`src/rtl/amem_spy_arb_if.sv`:
```
// Bus bundle between the CPU datapath, the spy console port, the A-memory RAM and the arbiter.
// The arbiter connects through the slave modport; the environment drives through master.
interface amem_spy_arb_if #(
  parameter int unsigned AW = 10,
  parameter int unsigned DW = 32
);
  logic [AW-1:0] cpu_aadr;
  logic          cpu_arp;
  logic          cpu_awp;
  logic [DW-1:0] cpu_l;
  logic          cpu_stall;
  logic          spy_req;
  logic          spy_wr;
  logic [AW-1:0] spy_addr;
  logic [DW-1:0] spy_wdata;
  logic          spy_ack;
  logic [DW-1:0] spy_rdata;
  logic [AW-1:0] aadr;
  logic          arp;
  logic          awp;
  logic [DW-1:0] l;
  logic [DW-1:0] amem;

  modport master (
    output cpu_aadr, cpu_arp, cpu_awp, cpu_l,
    output spy_req, spy_wr, spy_addr, spy_wdata,
    output amem,
    input  cpu_stall, spy_ack, spy_rdata,
    input  aadr, arp, awp, l
  );

  modport slave (
    input  cpu_aadr, cpu_arp, cpu_awp, cpu_l,
    input  spy_req, spy_wr, spy_addr, spy_wdata,
    input  amem,
    output cpu_stall, spy_ack, spy_rdata,
    output aadr, arp, awp, l
  );
endinterface

```
`src/rtl/amem_spy_arb.sv`:
```
// A-memory arbiter: CPU datapath has priority, spy console gets the RAM when the CPU is idle
// or after STARVE_LIMIT blocked cycles, at the cost of a one-cycle CPU stall.
module amem_spy_arb #(
  parameter int unsigned AW           = 10,
  parameter int unsigned DW           = 32,
  parameter int unsigned STARVE_LIMIT = 8
) (
  input  logic            clk,
  input  logic            reset,
  amem_spy_arb_if.slave   bus
);

  localparam int unsigned CW = 8;

  typedef enum logic [1:0] {
    IDLE    = 2'd0,
    RD_WAIT = 2'd1,
    ACK     = 2'd2
  } state_e;

  state_e          state_q, state_d;
  logic [CW-1:0]   starve_cnt_q, starve_cnt_d;
  logic            force_q, force_d;
  logic [DW-1:0]   spy_rdata_q, spy_rdata_d;

  logic            cpu_req_c;
  logic            spy_grant_c;
  logic [AW-1:0]   aadr_c;
  logic [DW-1:0]   l_c;
  logic            arp_c;
  logic            awp_c;

  // Ownership decision for the current cycle.
  always_comb begin
    cpu_req_c   = bus.cpu_arp | bus.cpu_awp;
    spy_grant_c = (state_q == IDLE) & bus.spy_req & (~cpu_req_c | force_q);
  end

  // Next-state: transaction sequencing, starvation tracking, read capture.
  always_comb begin
    state_d      = state_q;
    starve_cnt_d = starve_cnt_q;
    spy_rdata_d  = spy_rdata_q;

    unique case (state_q)
      IDLE:    if (spy_grant_c) state_d = bus.spy_wr ? ACK : RD_WAIT;
      RD_WAIT: begin
        state_d     = ACK;
        spy_rdata_d = bus.amem;
      end
      ACK:     state_d = IDLE;
      default: state_d = IDLE;
    endcase

    if (spy_grant_c || !bus.spy_req) begin
      starve_cnt_d = '0;
    end else if ((state_q == IDLE) && cpu_req_c && (starve_cnt_q != CW'(STARVE_LIMIT))) begin
      starve_cnt_d = starve_cnt_q + CW'(1);
    end

    // Registered so force is visible the cycle after the count reaches the limit.
    force_d = (starve_cnt_d == CW'(STARVE_LIMIT));
  end

  always_ff @(posedge clk or posedge reset) begin
    if (reset) begin
      state_q      <= IDLE;
      starve_cnt_q <= '0;
      force_q      <= 1'b0;
      spy_rdata_q  <= '0;
    end else begin
      state_q      <= state_d;
      starve_cnt_q <= starve_cnt_d;
      force_q      <= force_d;
      spy_rdata_q  <= spy_rdata_d;
    end
  end

  // RAM-side mux; strobes are blocked asynchronously while reset is high.
  always_comb begin
    aadr_c = bus.cpu_aadr;
    l_c    = bus.cpu_l;
    arp_c  = bus.cpu_arp;
    awp_c  = bus.cpu_awp;
    if (spy_grant_c) begin
      aadr_c = bus.spy_addr;
      l_c    = bus.spy_wdata;
      arp_c  = ~bus.spy_wr;
      awp_c  = bus.spy_wr;
    end
  end

  assign bus.aadr      = aadr_c;
  assign bus.l         = l_c;
  assign bus.arp       = arp_c & ~reset;
  assign bus.awp       = awp_c & ~reset;
  assign bus.cpu_stall = spy_grant_c & cpu_req_c & ~reset;
  assign bus.spy_ack   = (state_q == ACK);
  assign bus.spy_rdata = spy_rdata_q;

endmodule

```
`src/flat_wrapper.sv`:
```
// flat-port wrapper written by rule: the top's interface ports become plain ports
module amem_spy_arb_flat 
#(
  parameter int unsigned AW           = 10,
  parameter int unsigned DW           = 32,
  parameter int unsigned STARVE_LIMIT = 8
)
  (clk, reset, bus_cpu_aadr, bus_cpu_arp, bus_cpu_awp, bus_cpu_l, bus_spy_req, bus_spy_wr, bus_spy_addr, bus_spy_wdata, bus_amem, bus_cpu_stall, bus_spy_ack, bus_spy_rdata, bus_aadr, bus_arp, bus_awp, bus_l);
  amem_spy_arb_if #(.AW(AW), .DW(DW)) bus_i ();
  input  logic clk;
  input  logic reset;
  input wire logic [$bits(bus_i.cpu_aadr)-1:0] bus_cpu_aadr;
  input wire logic [$bits(bus_i.cpu_arp)-1:0] bus_cpu_arp;
  input wire logic [$bits(bus_i.cpu_awp)-1:0] bus_cpu_awp;
  input wire logic [$bits(bus_i.cpu_l)-1:0] bus_cpu_l;
  input wire logic [$bits(bus_i.spy_req)-1:0] bus_spy_req;
  input wire logic [$bits(bus_i.spy_wr)-1:0] bus_spy_wr;
  input wire logic [$bits(bus_i.spy_addr)-1:0] bus_spy_addr;
  input wire logic [$bits(bus_i.spy_wdata)-1:0] bus_spy_wdata;
  input wire logic [$bits(bus_i.amem)-1:0] bus_amem;
  output wire logic [$bits(bus_i.cpu_stall)-1:0] bus_cpu_stall;
  output wire logic [$bits(bus_i.spy_ack)-1:0] bus_spy_ack;
  output wire logic [$bits(bus_i.spy_rdata)-1:0] bus_spy_rdata;
  output wire logic [$bits(bus_i.aadr)-1:0] bus_aadr;
  output wire logic [$bits(bus_i.arp)-1:0] bus_arp;
  output wire logic [$bits(bus_i.awp)-1:0] bus_awp;
  output wire logic [$bits(bus_i.l)-1:0] bus_l;
  assign bus_i.cpu_aadr = bus_cpu_aadr;
  assign bus_i.cpu_arp = bus_cpu_arp;
  assign bus_i.cpu_awp = bus_cpu_awp;
  assign bus_i.cpu_l = bus_cpu_l;
  assign bus_i.spy_req = bus_spy_req;
  assign bus_i.spy_wr = bus_spy_wr;
  assign bus_i.spy_addr = bus_spy_addr;
  assign bus_i.spy_wdata = bus_spy_wdata;
  assign bus_i.amem = bus_amem;
  assign bus_cpu_stall = bus_i.cpu_stall;
  assign bus_spy_ack = bus_i.spy_ack;
  assign bus_spy_rdata = bus_i.spy_rdata;
  assign bus_aadr = bus_i.aadr;
  assign bus_arp = bus_i.arp;
  assign bus_awp = bus_i.awp;
  assign bus_l = bus_i.l;
  amem_spy_arb #(.AW(AW), .DW(DW), .STARVE_LIMIT(STARVE_LIMIT)) u_core (.clk(clk), .reset(reset), .bus(bus_i));
endmodule
```
`config.mk`:
```
export PLATFORM = sky130hd
export DESIGN_NAME = amem_spy_arb_flat
export DESIGN_NICKNAME = d
export VERILOG_FILES = /design/src/rtl/amem_spy_arb_if.sv /design/src/rtl/amem_spy_arb.sv /design/src/flat_wrapper.sv
export SDC_FILE = /design/constraint.sdc
export NUM_CORES = 1
export LEC_CHECK = 0
export BUFFER_PORTS_ARGS = -buffer_cell sky130_fd_sc_hd__buf_4
export CORE_MARGIN = 8
export CORE_UTILIZATION = 30
export DETAILED_ROUTE_END_ITERATION = 8
export PLACE_DENSITY = 0.65
export SYNTH_ARGS = -nofsm -noshare
export SYNTH_HDL_FRONTEND = slang
export SYNTH_SLANG_ARGS = --single-unit
export TNS_END_PERCENT = 20
```
`constraint.sdc`:
```
create_clock -name clk -period 4.7 [get_ports clk]
set_input_delay 0.705 -clock clk [delete_from_list [all_inputs] [get_ports clk]]
set_output_delay 0.705 -clock clk [all_outputs]
set_load 0.01 [all_outputs]
```
==> flow_summary_export.csv <==
group,metric,value,unit
grt,busiest_layer,"met2",
routing,wl_per_cell,15.5,µm
synthesis,synth_seq_cells,43,
pwr,p_int,820,µW
layout,syn_to_final_growth,69.8,%
clocking,numCtsBuffers,5,
synthesis,yosys.area.top_type,"dfrtp_1",
setup_path,required,3.99,ns
pwr,p_seq_frac,0.419,
layout,final_nets,598,
pwr,swShare,0.298,
synthesis,synth_commonest_cells,"131 x nand2_1, 43 x dfrtp_1, 32 x mux2_2",
clocking,numClockSinks,43,
routing,vias,2575,
setup_path,arrival,2.40,ns
timing,worst_slack,1.60,ns
setup_path,max_stage_delay,0.67,ns
setup_path,reg2reg_depth,5,
grt,met2_usage,0.292,
pwr,p_total,1170,µW
die,start_util,0.309,
synthesis,ys_top_cells_by_area,"dfrtp_1 45%, nand2_1 21%, mux2_2 15%",
setup_path,crit_family,"simple AND/OR/NAND/NOR gates",
pwr,vdd_drop_max,0.197,mV
timing,tns,0,ns
synthesis,synthDistinctLibCells,36,
clocking,htree_levels,2,
grt,grt_pass1_vias,2653,
grt,use_met3,0.0602,
place,dp_hpwl,7.41,mm
synthesis,yosys_most_used_dff,"dfrtp_1",
clocking,ctsResizeCount,0,
clocking,clock-root-buffer,"clkbuf_8",
clocking,cts_tree,"built",
synthesis,synth_top_area_frac,0.451,
synthesis,syn_inst,280,
die,ios,200,
setup_path,start_kind,"input port",
pwr,power_density,288,nW/µm²
grt,antenna_found_initial,0,
clocking,path_clk_slew,0.07,ns
layout,fin_util,0.524,
die,die_x,105,µm
die,rows,32,
routing,via_per_inst,4.46,
die,die_area,11100,µm²
timing,worst_pin_slew,0.759,ns
routing,initialDrtViolationCount,114,
grt,grt_first_pass_wirelength,14.0,mm
pwr,p_clk_frac,0.191,
clocking,clockBufferDepth,2,
setup_path,r2r-end,"u_core.force_q",
setup_path,crit_type,"in2out",
timing,setup_viol,0,
synthesis,async_reset_ff_frac,1.00,
routing,routed_wl,8.96,mm
grt,grt_max_degree,45,
synthesis,syn_area,2390,µm²
synthesis,synth_most_common_cell,"nand2_1",
grt,use_met1,0.147,
routing,antenna_left,0,
grt,track_usage,0.154,
setup_path,worstPathMaxFanout,44,
worst_hold_path,worstHoldPathType,"reg2reg",
timing,fmax,322,MHz
synthesis,yosysWarnings,0,
clocking,cts_hold_buf,0,
setup_path,crit_buf_inv,2,
grt,overflow,0,
synthesis,yosysSeqAreaShare,0.451,
timing,relSlewSlack,0.494,
timing,hold_viol,0,
setup_path,critical_path.endpoint,"bus_awp",
synthesis,synth_edf_count,0,
die,fp.dieH,105,µm
layout,antennaDiodeCount,0,
synthesis,synth_fp_nets,404,
layout,final-instance-count-excl-fill,577,
setup_path,crit_chain,"buf_4 -> nor2_2 -> o21ai_1 -> or2_2 -> nand2_1 -> a21oi_1 -> buf_4",
setup_path,startpoint,"bus_cpu_awp",
timing,slew_viol_final,0,
die,coreArea,7730,µm²
place,dp_slack,1.58,ns
setup_path,crit_top_cell,"buf_4",
setup_path,path_depth,7,
synthesis,syn_area_per_cell,8.52,µm²
pwr,p_comb_frac,0.390,
run_status,status,"finished, final reports clean",
clocking,cts_setup_buffers,0,
timing,period_needed,3.10,ns
pwr,power.switching,349,µW
run,cap_violations,0,
place,dp.cells,569,
place,io_buffers,199,
setup_path,rrSetupSlack,2.82,ns
layout,drive_above_1_share,0.522,
routing,dr.pass1.iters,4,
place,routabilityCongestion,0.809,
setup_path,endpoint_kind,"primary output",
setup_path,regToRegStartpoint,"u_core.starve_cnt_q[4]",
pwr,p_leak,0.00221,µW
timing,rsz0062_at_grt,"no",
timing,fin_crit_sh,0.660,
timing,finClkSkew,0.00329,ns
clocking,worstSkewPairLatency,0.29,ns
routing,drc,0,
setup_path,slowest_stage,"or2_2",
## metal layers
metal  vias up  wire (µm)
met1      1164       3200
met4         0        184
li1       1298          -
met2       102       4760
met3        11        817
met5         -          0
## kinds of logic (layout without fill, tap and decap cells)
family                   count (synthesis)  in the layout  share of synthesized area
AND/OR/NAND/NOR                        166            166                      0.290
flip-flops                              43             43                      0.451
adder cells (fa/ha/maj)                  2              2                     0.0105
buffers and inverters                   18            213                     0.0315
AO/OA/AOI/OAI                           11             11                     0.0357
XOR/XNOR                                 6              6                     0.0220
multiplexers                            34             34                      0.159
## state kept, by name (all words and copies together), names as in the netlist
name and flops:
u_core.force_q 1, u_core.starve_cnt_q 8, u_core.state_q 2, u_core.bus.spy_rdata 32
## how the worst min path moves through the flow
stage	from	to	depth (start not counted)
6_report	u_core.bus.spy_rdata[28]	u_core.bus.spy_rdata[28]	1
5_1_grt	u_core.bus.spy_rdata[23]	u_core.bus.spy_rdata[23]	1
4_1_cts	u_core.bus.spy_rdata[28]	u_core.bus.spy_rdata[28]	1
3_5_place_dp	u_core.bus.spy_rdata[2]	u_core.bus.spy_rdata[2]	1
3_3_place_gp	u_core.bus.spy_rdata[7]	u_core.bus.spy_rdata[7]	1
2_1_floorplan	u_core.bus.spy_rdata[17]	u_core.bus.spy_rdata[17]	1
## metrics by stage
step           cell area [µm²]  hold WS (ns)
6_report                  4050         0.510
5_1_grt                   4050         0.531
4_1_cts                   4050         0.515
3_5_place_dp              3970         0.497
3_3_place_gp              3970         0.491
2_1_floorplan             2390         0.551
## placed cells by master, fill, tap and decap left out, types with 2 or more instances in the layout
cell type,instances
and3_1,3
buf_4,202
clkbuf_1,2
clkbuf_8,5
dfrtp_1,43
ha_1,2
inv_1,3
mux2_2,32
mux2i_1,2
nand2_1,131
nand3_1,2
nor2_1,9
nor2_2,2
nor3_1,4
nor3b_1,2
nor4_1,2
o21ai_1,2
or3_1,2
xnor2_1,4
xor2_1,2
## cell type report
| class | instances | area (µm²) |
|---|---|---|
| timing repair buffer | 202 | 1520 |
| clock buffer | 7 | 76.3 |
| multi-input combinational | 219 | 1240 |
| sequential | 43 | 1080 |
| inverter | 3 | 11.3 |
| clock inverter | 1 | 5.00 |
| tap | 102 | 128 |
| fill | 720 | 3670 |
## power groups by stage
stage               Combinational (µW)  Sequential, µW  Clock, µW
floorplan                          145             530          0
global placement                   460             492          0
detailed placement                 466             498          0
CTS                                466             491        232
global route                       493             501        242
finish                             456             490        224
(Power assumes the default switching activity.)
